`config.mk`:
```
export PLATFORM = sky130hd
export DESIGN_NAME = pattern_sequencer
export DESIGN_NICKNAME = d
export VERILOG_FILES = /design/src/rtl/pattern_sequencer_pkg.sv /design/src/rtl/pattern_sequencer.sv
export SDC_FILE = /design/constraint.sdc
export NUM_CORES = 1
export LEC_CHECK = 0
export CORE_ASPECT_RATIO = 0.5
export CORE_MARGIN = 3
export CORE_UTILIZATION = 45
export CTS_BUF_LIST = sky130_fd_sc_hd__clkbuf_2
export CTS_CLUSTER_SIZE = 40
export DETAILED_ROUTE_END_ITERATION = 10
export PLACE_DENSITY = 0.78
export SYNTH_ARGS = -nofsm -noshare
export SYNTH_HDL_FRONTEND = slang
export SYNTH_SLANG_ARGS = --single-unit
```
`constraint.sdc`:
```
create_clock -name i_clk -period 1.6 [get_ports i_clk]
set_clock_uncertainty 0.05 [all_clocks]
set_input_delay 0.24 -clock i_clk [delete_from_list [all_inputs] [get_ports i_clk]]
set_output_delay 0.24 -clock i_clk [all_outputs]
set_load 0.005 [all_outputs]
```
`src/rtl/pattern_sequencer_pkg.sv`:
```
// Shared definitions for the pattern sequencer: FSM states, pattern word opcodes and field positions.
package pattern_sequencer_pkg;

  typedef enum logic [1:0] {
    ST_IDLE   = 2'd0,
    ST_FETCH  = 2'd1,
    ST_DECODE = 2'd2
  } state_t;

  localparam int WORD_W  = 16;
  localparam int PITCH_W = 6;
  localparam int DUR_W   = 4;

  localparam logic [1:0] OP_NOTE = 2'b00;
  localparam logic [1:0] OP_REST = 2'b01;
  localparam logic [1:0] OP_JUMP = 2'b10;
  localparam logic [1:0] OP_END  = 2'b11;

  localparam int OP_HI    = 15;
  localparam int OP_LO    = 14;
  localparam int RSVD_HI  = 13;
  localparam int RSVD_LO  = 10;
  localparam int DUR_HI   = 9;
  localparam int DUR_LO   = 6;
  localparam int PITCH_HI = 5;
  localparam int PITCH_LO = 0;

  localparam logic [DUR_W-1:0] HALT_DURATION = 4'hF;

endpackage

```
`src/rtl/pattern_sequencer.sv`:
```
// Fetches and decodes pattern ROM words on request, following JUMPs and halting on END or a jump loop.
module pattern_sequencer
  import pattern_sequencer_pkg::*;
#(
  parameter int                ADDR_W     = 8,
  parameter logic [ADDR_W-1:0] START_ADDR = '0
) (
  input  logic                i_clk,
  input  logic                i_rst_n,
  input  logic                i_enable,
  input  logic                i_restart,
  output logic                o_rom_en,
  output logic [ADDR_W-1:0]   o_rom_addr,
  input  logic [WORD_W-1:0]   i_rom_data,
  output logic                o_valid,
  output logic [PITCH_W-1:0]  o_pitch,
  output logic [DUR_W-1:0]    o_duration,
  output logic                o_rest,
  output logic                o_busy,
  output logic                o_halted
);

  state_t               state, state_nxt;
  logic [ADDR_W-1:0]    pc;
  logic                 jump_cnt;
  logic [1:0]           op;
  logic                 ev_fire;
  logic [PITCH_W-1:0]   ev_pitch;
  logic [DUR_W-1:0]     ev_dur;
  logic                 ev_rest;
  logic                 unused_rsvd;

  assign op          = i_rom_data[OP_HI:OP_LO];
  assign unused_rsvd = ^i_rom_data[RSVD_HI:RSVD_LO];
  assign o_rom_addr  = pc;

  always_ff @(posedge i_clk or negedge i_rst_n) begin
    if (!i_rst_n) state <= ST_IDLE;
    else          state <= state_nxt;
  end

  // Restart overrides everything; a simultaneous request is serviced from START_ADDR.
  always_comb begin
    state_nxt = state;
    if (i_restart) begin
      state_nxt = i_enable ? ST_FETCH : ST_IDLE;
    end else begin
      case (state)
        ST_IDLE:   if (i_enable && !o_halted) state_nxt = ST_FETCH;
        ST_FETCH:  state_nxt = ST_DECODE;
        ST_DECODE: state_nxt = (op == OP_JUMP && !jump_cnt) ? ST_FETCH : ST_IDLE;
        default:   state_nxt = ST_IDLE;
      endcase
    end
  end

  always_comb begin
    o_busy   = (state != ST_IDLE);
    o_rom_en = (state == ST_FETCH);
  end

  // Event to publish next cycle; defaults describe the halt rest event.
  always_comb begin
    ev_fire  = 1'b0;
    ev_pitch = '0;
    ev_dur   = HALT_DURATION;
    ev_rest  = 1'b1;
    if (!i_restart) begin
      if (state == ST_IDLE && i_enable && o_halted) begin
        ev_fire = 1'b1;
      end else if (state == ST_DECODE) begin
        case (op)
          OP_NOTE: begin
            ev_fire  = 1'b1;
            ev_pitch = i_rom_data[PITCH_HI:PITCH_LO];
            ev_dur   = i_rom_data[DUR_HI:DUR_LO];
            ev_rest  = 1'b0;
          end
          OP_REST: begin
            ev_fire = 1'b1;
            ev_dur  = i_rom_data[DUR_HI:DUR_LO];
          end
          OP_JUMP: ev_fire = jump_cnt;
          default: ev_fire = 1'b1;
        endcase
      end
    end
  end

  always_ff @(posedge i_clk or negedge i_rst_n) begin
    if (!i_rst_n) begin
      pc         <= START_ADDR;
      jump_cnt   <= 1'b0;
      o_halted   <= 1'b0;
      o_valid    <= 1'b0;
      o_pitch    <= '0;
      o_duration <= '0;
      o_rest     <= 1'b0;
    end else begin
      o_valid <= ev_fire;
      if (ev_fire) begin
        o_pitch    <= ev_pitch;
        o_duration <= ev_dur;
        o_rest     <= ev_rest;
      end
      if (i_restart) begin
        pc       <= START_ADDR;
        jump_cnt <= 1'b0;
        o_halted <= 1'b0;
      end else if (state == ST_DECODE) begin
        if (op == OP_NOTE || op == OP_REST) begin
          pc       <= pc + {{(ADDR_W-1){1'b0}}, 1'b1};
          jump_cnt <= 1'b0;
        end else if (op == OP_JUMP && !jump_cnt) begin
          pc       <= i_rom_data[ADDR_W-1:0];
          jump_cnt <= 1'b1;
        end else begin
          o_halted <= 1'b1;
          jump_cnt <= 1'b0;
        end
      end
    end
  end

endmodule

```
==> impl_metrics.py, run 1 <==
metrics = {
    "outcome": {
        "status": "complete, no violations",
    },
    "synthesis": {
        "synth_area_um2": 1176,
        "synth_flop_cell": "dfrtp_1",
        "synth.most_common_cell": "dfrtp_1",
        "synth_edf_count": 0,
        "yosysWarnings": 0,
        "netlist_instances": 111,
        "yosys.area.top_type": "dfrtp_1",
        "yosysSeqAreaShare_pct": 51.06,
        "synth_area_per_cell_um2": 10.60,
        "synth_cell_types": 36,
        "netlist_top_cells_count": "dfrtp_1 (24), nor2_1 (9), a21oi_1 (8), a22o_1 (7), nand2_1 (7)",
        "ys_seq_elements": 24,
        "synth_area_leaders": "dfrtp_1 (51%), a22o_1 (5.2%), a21oi_1 (3.4%)",
        "synth-async-reset-ratio_pct": 100.0,
        "syn-num-nets": 132,
        "synth.top_cell.area_share_pct": 51.06,
    },
    "global_routing": {
        "grt_pass1_vias": 1214,
        "grt_max_degree": 25,
        "antenna_found_initial": 0,
        "grt_pass1_wl_mm": 5.851,
        "overflow": 0,
        "track_usage_pct": 22.43,
    },
    "sta": {
        "clock.fmax_ghz": 0.6319,
        "finalCritPeriodShare_pct": 98.91,
        "final_hold_viol_count": 0,
        "hold_slack_ns": 0.1363,
        "rsz0062_at_grt": "true",
        "finalCriticalPeriod_ns": 1.583,
        "tightest_slew_ns": 0.3104,
        "drv_slew": 0,
        "setup_viol_count_final": 0,
        "slew_headroom_pct": 79.31,
        "fin_setup_tns_ns": 0,
    },
    "placed_design": {
        "gp_congestion": 0.8413,
        "dp_cells": 194,
        "port_buffers": 38,
        "dp_hpwl_mm": 2.385,
    },
    "cells_and_area": {
        "n_antenna_cell": 0,
        "finalNonFillerCells": 215,
        "layout-drive-gt1-share_pct": 29.44,
        "syn2layout_area_growth_pct": 60.21,
        "fill_cells": 153,
        "final_nets": 202,
        "final_util_pct": 80.45,
    },
    "power": {
        "power_w": 0.001498,
        "p_per_area_nw_per_um2": 794.8,
        "p_leak_nw": 1.066,
        "peakVddDrop_uv": 531.2,
    },
    "route": {
        "drc": 0,
        "dr.pass1.iters": 4,
        "viasPerCell": 5.637,
        "ant_nets": 0,
        "via_count": 1212,
        "drt_wl_total_mm": 3.575,
        "drtIter0Drc": 99,
        "wire_per_inst_um": 16.63,
    },
    "clock_tree": {
        "cts_hold_buf": 0,
        "root_buffer": "clkbuf_2",
        "cts_max_level": 1,
        "cts_buffers": 3,
        "cts_buffer_depth": 2,
        "cts.sinks": 24,
        "clock_latency_ns": 0.36,
        "path_clk_slew_ns": 0.23,
        "cts_tree": "built",
    },
    "critical_path": {
        "cp-end-kind": "flip-flop",
        "start_kind": "flip-flop",
        "worst_ep_arrival_time_ns": 1.84,
        "worstPathRequired_ns": 1.86,
        "crit_type": "flip-flop to flip-flop",
        "crit_path_max_fanout": 7,
    },
    "worst_hold_path": {
        "min_path_type": "input port to asynchronous set/reset pin",
    },
    "floorplan": {
        "pin_count": 43,
        "die_w_um": 78.30,
        "dieArea_um2": 3300,
        "start_util_pct": 50.21,
        "core_um2": 2342,
        "rows": 12,
        "die_y_um": 42.15,
    },
    "job": {
        "maxCapViolCount": 0,
    },
}
-- state kept, by name, indices dropped and copies added (netlist names) --
signal      cells
jump_cnt        1
o_duration      4
o_halted        1
o_pitch         6
o_rest          1
o_rom_addr      8
o_valid         1
state           2
-- through the flow --
stage	instance area (µm²)	worst slack [ns]
after detailed placement	1685	-0.2089
after CTS	1763	0.0009545
after global routing	1884	-0.02276
after floorplan	1176	0.1312
final	1884	0.01748
after global placement	1685	-0.1627
-- worst paths after layout --
kind | startpoint | slack [ns] | to | cells after the start
max | o_rom_addr[3] | 0.02 | o_rom_addr[6] | 6
min | i_rst_n | 0.14 | o_rom_addr[4] | 2
max reg2reg | o_rom_addr[3] | 0.02 | o_rom_addr[6] | 6
min reg2reg | o_duration[3] | 0.49 | o_duration[3] | 1
max in group asynchronous | i_rst_n | 1.08 | state[1] | 2
min in group i_clk | i_rom_data[9] | 0.39 | o_duration[3] | 2
-- cells by family after synthesis --
family,synth area share [%]
DFF,51.06
and+or+nand+nor,20.32
AOI/OAI and AO/OA,22.34
buffers and inverters,2.340
muxes,2.872
adders and majority gates,1.064
-- cell usage in the layout, fill, tap and decap left out, types with 3 or more instances in the layout --
| cell type | n |
|---|---|
| buf_4 | 30 |
| dfrtp_1 | 23 |
| clkdlybuf4s50_1 | 21 |
| dlymetal6s2s_1 | 12 |
| nor2_1 | 9 |
| a21oi_1 | 8 |
| nand2_1 | 7 |
| a22o_1 | 7 |
| nand3_1 | 4 |
| o21ai_0 | 4 |
| o22a_1 | 4 |
| clkbuf_2 | 4 |
| dlygate4sd2_1 | 4 |
| or2_2 | 3 |
| inv_1 | 3 |
-- report_power, final --
part	switching, W	internal (W)	leakage (nW)
registers	0.0000513	0.000696	0.311
logic	0.000184	0.000323	0.740
clock network	0.000188	0.0000542	0.0140
-- what timing repair did --
| item | CTS | global route |
|---|---|---|
| pin swaps | 0 | 3 |
| gates cloned | 0 | 0 |
| endpoints found under the setup margin | 10 | 23 |
| setup buffers | 8 | 9 |
| resized for setup | 8 | 21 |
-- per-layer routing --
metal	part of all wire, %	vias to the layer above	wire length [µm]	GRT usage (%)
met5	0	-	0	0
met4	2.2	0	80	4.878
met3	5.7	11	202	4.936
met2	48	45	1707	37.41
met1	44	606	1584	30.15
li1	-	550	-	-
-- worst max-delay path, cell delays in order, from the launching register on --
cell	delay (ns)
dfrtp_1	0.43
buf_4	0.14
buf_4	0.15
and3_1	0.17
and3_1	0.21
and4_1	0.21
nor3_2	0.17
-- final cells by class --
type | count | area, µm² | area share (%)
Clock buffer | 3 | 15.01 | 0.7968
Clock inverter | 1 | 3.754 | 0.1992
Inverter | 4 | 15.01 | 0.7968
Multi-Input combinational cell | 80 | 579.3 | 30.74
Sequential cell | 24 | 601.8 | 31.94
Tap cell | 35 | 43.79 | 2.324
Timing Repair Buffer | 68 | 625.6 | 33.20
Note: power is estimated with default switching activity, not from simulation.
==> run 2, diff against run 1 <==
--- a/config.mk
+++ b/config.mk
@@ -5,13 +5,12 @@
 export SDC_FILE = /design/constraint.sdc
 export NUM_CORES = 1
 export LEC_CHECK = 0
-export CORE_ASPECT_RATIO = 0.5
 export CORE_MARGIN = 3
-export CORE_UTILIZATION = 45
+export CORE_UTILIZATION = 49
 export CTS_BUF_LIST = sky130_fd_sc_hd__clkbuf_2
 export CTS_CLUSTER_SIZE = 40
 export DETAILED_ROUTE_END_ITERATION = 10
-export PLACE_DENSITY = 0.78
+export PLACE_DENSITY = 0.84
 export SYNTH_ARGS = -nofsm -noshare
 export SYNTH_HDL_FRONTEND = slang
 export SYNTH_SLANG_ARGS = --single-unit
==> constraint.sdc (replaced) <==
create_clock -name i_clk -period 1.85 [get_ports i_clk]
set_clock_uncertainty 0.05 [all_clocks]
set_input_delay 0.2775 -clock i_clk [delete_from_list [all_inputs] [get_ports i_clk]]
set_output_delay 0.2775 -clock i_clk [all_outputs]
set_load 0.005 [all_outputs]
==> run 2 against run 1 <==
Register-to-register slack improved by 0.22 ns. Clock power fell by 16%. Combinational power fell by 22%. Cell area fell by 11%. Via count fell by 9.5%. Wire length fell by 17%. Sequential share of layout area rose by 3.8 points. Utilization fell by 5.8 points. Sequential cell count did not move. Global-route usage fell by 0.086 points. Largest power group unchanged.
==> impl_metrics.py, run 2 (synthesis results as in run 1) <==
metrics = {
    "floorplan": {
        "rows": 17,
        "core_um2": 2255,
        "dieArea_um2": 3024,
        "pin_count": 43,
        "die_w_um": 54.99,
        "start_util_pct": 52.16,
        "die_y_um": 54.99,
    },
    "global_routing": {
        "track_usage_pct": 22.35,
        "overflow": 0,
        "grt_pass1_wl_mm": 4.740,
        "antenna_found_initial": 0,
        "grt_pass1_vias": 1051,
        "grt_max_degree": 25,
    },
    "power": {
        "p_per_area_nw_per_um2": 739.4,
        "peakVddDrop_uv": 630.9,
        "p_leak_nw": 0.7487,
    },
    "critical_path": {
        "worst_ep_arrival_time_ns": 1.41,
        "start_kind": "flip-flop",
        "worstPathRequired_ns": 1.52,
        "crit_path_max_fanout": 8,
        "path_buf_inv": 1,
        "cp-end-kind": "output port",
        "crit_type": "flip-flop to output port",
        "worst_path_dominant_cell_family": "buffers and inverters",
        "crit_slowest_cell": "clkdlybuf4s50_1",
        "slowest_delay_ns": 0.54,
        "worstPathCellList": "clkdlybuf4s50_1",
    },
    "route": {
        "ant_nets": 0,
        "dr.pass1.iters": 4,
        "drc": 0,
        "viasPerCell": 5.804,
        "drt_wl_total_mm": 2.967,
        "drtIter0Drc": 21,
        "wire_per_inst_um": 15.70,
        "via_count": 1097,
    },
    "sta": {
        "slew_headroom_pct": 78.23,
        "final_hold_viol_count": 0,
        "setup_viol_count_final": 0,
        "finalCritPeriodShare_pct": 93.92,
        "clock.fmax_ghz": 0.5756,
        "finalCriticalPeriod_ns": 1.737,
        "rsz0062_at_grt": "false",
        "drv_slew": 0,
        "tightest_slew_ns": 0.3224,
    },
    "cells_and_area": {
        "final_common_cell": "clkdlybuf4s50_1",
        "final_nets": 183,
        "finalNonFillerCells": 189,
        "layout-drive-gt1-share_pct": 16.15,
        "final_area_um2": 1684,
        "layout_common_cells": "clkdlybuf4s50_1 (36), dfrtp_1 (23), buf_4 (11)",
        "n_antenna_cell": 0,
        "largest_reg_flops": 8,
        "syn2layout_area_growth_pct": 43.19,
    },
    "clock_tree": {
        "cts_buffers": 3,
        "cts.sinks": 24,
        "path_clk_slew_ns": 0.23,
        "cts_buffer_depth": 2,
        "root_buffer": "clkbuf_2",
        "clock_latency_ns": 0.35,
        "cts_tree": "built",
        "cts_max_level": 1,
    },
    "placed_design": {
        "place_area_um2": 1632,
        "dp_hpwl_mm": 2.246,
        "dp_cells": 181,
        "gp_congestion": 0.8587,
        "port_buffers": 38,
    },
    "outcome": {
        "status": "complete, no violations",
    },
    "job": {
        "maxCapViolCount": 0,
    },
    "worst_hold_path": {
        "min_path_type": "input port to asynchronous set/reset pin",
    },
}
run 2: cell types whose count changed in the layout (fill, tap and decap cells not counted), moves of 4 or more:
cell / delta
buf_4: -19
clkdlybuf4s50_1: +15
dlymetal6s2s_1: -11
dlygate4sd2_1: -4
run 2: metal layers:
| layer | wire length (µm) | part of all wire, % | vias to the layer above | GRT usage (%) |
|---|---|---|---|---|
| li1 | - | - | 516 | - |
| met1 | 1329 | 45 | 536 | 30.66 |
| met2 | 1433 | 48 | 38 | 35.83 |
| met3 | 152 | 5.1 | 7 | 2.413 |
| met4 | 52 | 1.8 | 0 | 9.312 |
| met5 | 0 | 0 | - | 0 |
run 2: cell type report:
type                       instances  area (µm²)
clock buffer                       3       15.01
clock inverter                     1       3.754
fill                             174       570.5
inverter                           4       15.01
multi-input combinational         80       548.0
sequential                        24       601.8
tap                               28       35.03
timing repair buffer              49       465.4
run 2: report_power, final:
| group | switching (W) | internal [W] | total [W] |
|---|---|---|---|
| clock network | 0.000158 | 0.0000470 | 0.000204 |
| logic | 0.000138 | 0.000256 | 0.000394 |
| registers | 0.0000450 | 0.000602 | 0.000647 |
| total | 0.000341 | 0.000905 | 0.00125 |
run 2: stage by stage:
| stage | worst slack [ns] | TNS, ns | power, W | hold slack (ns) | utilization [%] |
|---|---|---|---|---|---|
| 6_report | 0.1126 | 0 | 0.001245 | 0.1879 | 74.69 |
| 5_1_grt | 0.03644 | 0 | 0.001320 | 0.1994 | 74.69 |
| 4_1_cts | 0.02142 | 0 | 0.001253 | 0.2003 | 74.20 |
| 3_5_place_dp | -0.01912 | -0.04694 | 0.001043 | 0.4366 | 72.36 |
| 3_3_place_gp | 0.01262 | 0 | 0.001032 | 0.4269 | 72.36 |
| 2_1_floorplan | 0.3812 | 0 | 0.0007968 | -0.06809 | - |
run 2: repair_timing:
action,4_1_cts,5_1_grt
gates cloned,0,0
gates resized for setup,2,2
setup endpoints to repair,2,2
hold buffers,0,0
setup buffers,3,1
run 2: final timing paths:
check	slack [ns]	to	cells after the start	start
worst max register to register	0.24	o_rom_addr[5]	4	state[0]
max in group asynchronous	1.30	state[1]	2	i_rst_n
worst min register to register	0.48	o_rest	2	o_rest
min in group i_clk	0.45	o_duration[3]	2	i_rom_data[9]
worst max-delay path	0.11	o_rom_addr[3]	1	o_rom_addr[3]
worst min-delay path	0.19	o_pitch[1]	2	i_rst_n
==> run 3, diff against run 2 <==
--- a/config.mk
+++ b/config.mk
@@ -10,7 +10,7 @@
 export CTS_BUF_LIST = sky130_fd_sc_hd__clkbuf_2
 export CTS_CLUSTER_SIZE = 40
 export DETAILED_ROUTE_END_ITERATION = 10
-export PLACE_DENSITY = 0.84
+export PLACE_DENSITY = 0.87
 export SYNTH_ARGS = -nofsm -noshare
 export SYNTH_HDL_FRONTEND = slang
 export SYNTH_SLANG_ARGS = --single-unit
==> run 3 against run 2 <==
Via count is 0.73% higher. Wire length is 1.2% higher. Maximum frequency is 2.0% lower. Critical endpoint is now o_rom_en. Largest power group unchanged.
==> impl_metrics.py, run 3 (synthesis results as in run 1) <==
metrics = {
    "outcome": {
        "status": "complete, no violations",
    },
    "power": {
        "power_frac_comb_pct": 31.8,
        "power.switching_w": 0.0003317,
        "peakVddDrop_uv": 531.5,
        "switching_share_pct": 26.92,
        "p_seq_share_pct": 52.8,
        "p_per_area_nw_per_um2": 734.9,
        "p_int_w": 0.0009004,
        "p_clk_share_pct": 15.4,
        "p_leak_nw": 0.7355,
    },
    "critical_path": {
        "worst_ep_arrival_time_ns": 1.45,
        "startpoint": "state[0]",
        "crit_path_max_fanout": 5,
        "endpoint": "o_rom_en",
        "crit_type": "flip-flop to output port",
        "rr_worst_depth": 5,
        "worstPathRequired_ns": 1.52,
        "reg2reg_from": "o_rom_addr[0]",
        "worst-r2r-setup-slack_ns": 0.19,
        "start_kind": "flip-flop",
        "cp-end-kind": "output port",
        "r2r_end": "o_rom_addr[6]",
    },
    "route": {
        "dr.pass1.iters": 4,
        "drtIter0Drc": 53,
        "viasPerCell": 5.878,
        "ant_nets": 0,
        "drt_wl_total_mm": 3.004,
        "wire_per_inst_um": 15.98,
        "drc": 0,
        "via_count": 1105,
    },
    "placed_design": {
        "gp_congestion": 0.9774,
        "dp_hpwl_mm": 2.270,
        "port_buffers": 38,
        "place_area_um2": 1639,
        "pre_cts_ws_ns": 0.007944,
        "dp_cells": 182,
    },
    "floorplan": {
        "start_util_pct": 52.16,
        "pin_count": 43,
        "die_w_um": 54.99,
        "dieArea_um2": 3024,
        "core_um2": 2255,
        "die_y_um": 54.99,
        "rows": 17,
    },
    "sta": {
        "finalCriticalPeriod_ns": 1.773,
        "setup_ws_ns": 0.07745,
        "fin_setup_tns_ns": 0,
        "finalCritPeriodShare_pct": 95.81,
        "rsz0062_at_grt": "false",
        "drv_slew": 0,
        "setup_viol_count_final": 0,
        "slew_headroom_pct": 79.76,
        "clock.fmax_ghz": 0.5642,
        "tightest_slew_ns": 0.2999,
        "final_hold_viol_count": 0,
    },
    "cells_and_area": {
        "syn2layout_area_growth_pct": 42.55,
        "layout_common_cells": "clkdlybuf4s50_1 (37), dfrtp_1 (23), buf_4 (11)",
        "layout-drive-gt1-share_pct": 16.25,
        "largest_reg_flops": 8,
        "n_antenna_cell": 0,
        "final_area_um2": 1677,
        "finalNonFillerCells": 188,
        "final_nets": 183,
        "final_common_cell": "clkdlybuf4s50_1",
        "final_util_pct": 74.36,
    },
    "clock_tree": {
        "root_buffer": "clkbuf_2",
        "clock_latency_ns": 0.32,
        "cts.sinks": 24,
        "cts_hold_buf": 0,
        "cts_tree": "built",
        "cts_buffers": 3,
        "path_clk_slew_ns": 0.21,
        "cts_buffer_depth": 2,
        "cts_max_level": 1,
    },
    "global_routing": {
        "grt_pass1_wl_mm": 4.767,
        "track_usage_pct": 22.25,
        "antenna_found_initial": 0,
        "grt_max_degree": 25,
        "overflow": 0,
        "grt_pass1_vias": 1007,
    },
    "job": {
        "maxCapViolCount": 0,
    },
    "worst_hold_path": {
        "min_path_type": "input port to asynchronous set/reset pin",
    },
}
[run 3: cell count changes in the layout (fill, tap and decap cells not counted)]
cell	previous run	this run
dlygate4sd2_1	0	1
dlymetal6s2s_1	1	0
clkdlybuf4s50_1	36	37
clkinv_1	1	0
clkdlybuf4s15_1	1	0
[run 3: metal layers]
layer	GRT usage [%]	share of wire, %
met5	0	0
met4	7.692	0.83
met3	2.413	8.6
met2	36.81	50
met1	30.20	40
[run 3: worst max-delay path, stage by stage, from the launching register on]
cell and delay, ns:
dfrtp_1 0.44, nor2b_1 0.17, clkdlybuf4s50_1 0.52
[run 3: repair_timing]
action | in CTS | in global routing
cloned | 0 | 0
gates resized for setup | 2 | 0
setup endpoints to repair | 1 | 1
buffers inserted | 2 | 1
[run 3: worst min-delay path by stage]
stage | end | slack, ns | cells past startpoint
global route | o_duration[3] | 0.25 | 2
finish | o_duration[1] | 0.22 | 2
floorplan | jump_cnt | -0.07 | 0
CTS | o_duration[1] | 0.24 | 2
global placement | o_rest | 0.43 | 2
detailed placement | o_pitch[1] | 0.45 | 1
[run 3: area by class of cell]
type,instances,area (µm²)
Clock buffer,3,15.01
Inverter,4,15.01
Timing Repair Buffer,49,461.7
Fill cell,156,578.1
Multi-Input combinational cell,80,548.0
Tap cell,28,35.03
Sequential cell,24,601.8
[run 3: power by group through the flow]
stage	registers [W]	clock network, W	logic (W)
finish	0.000651	0.000189	0.000392
global route	0.000662	0.000205	0.000429
detailed placement	0.000665	0	0.000384
floorplan	0.000665	0	0.000132
CTS	0.000652	0.000188	0.000390
global placement	0.000659	0	0.000373
[run 3: metrics by stage]
step	hold slack, ns	total power [W]
finish	0.2229	0.001232
global route	0.2486	0.001296
CTS	0.2350	0.001230
detailed placement	0.4456	0.001049
global placement	0.4336	0.001032
floorplan	-0.06809	0.0007968
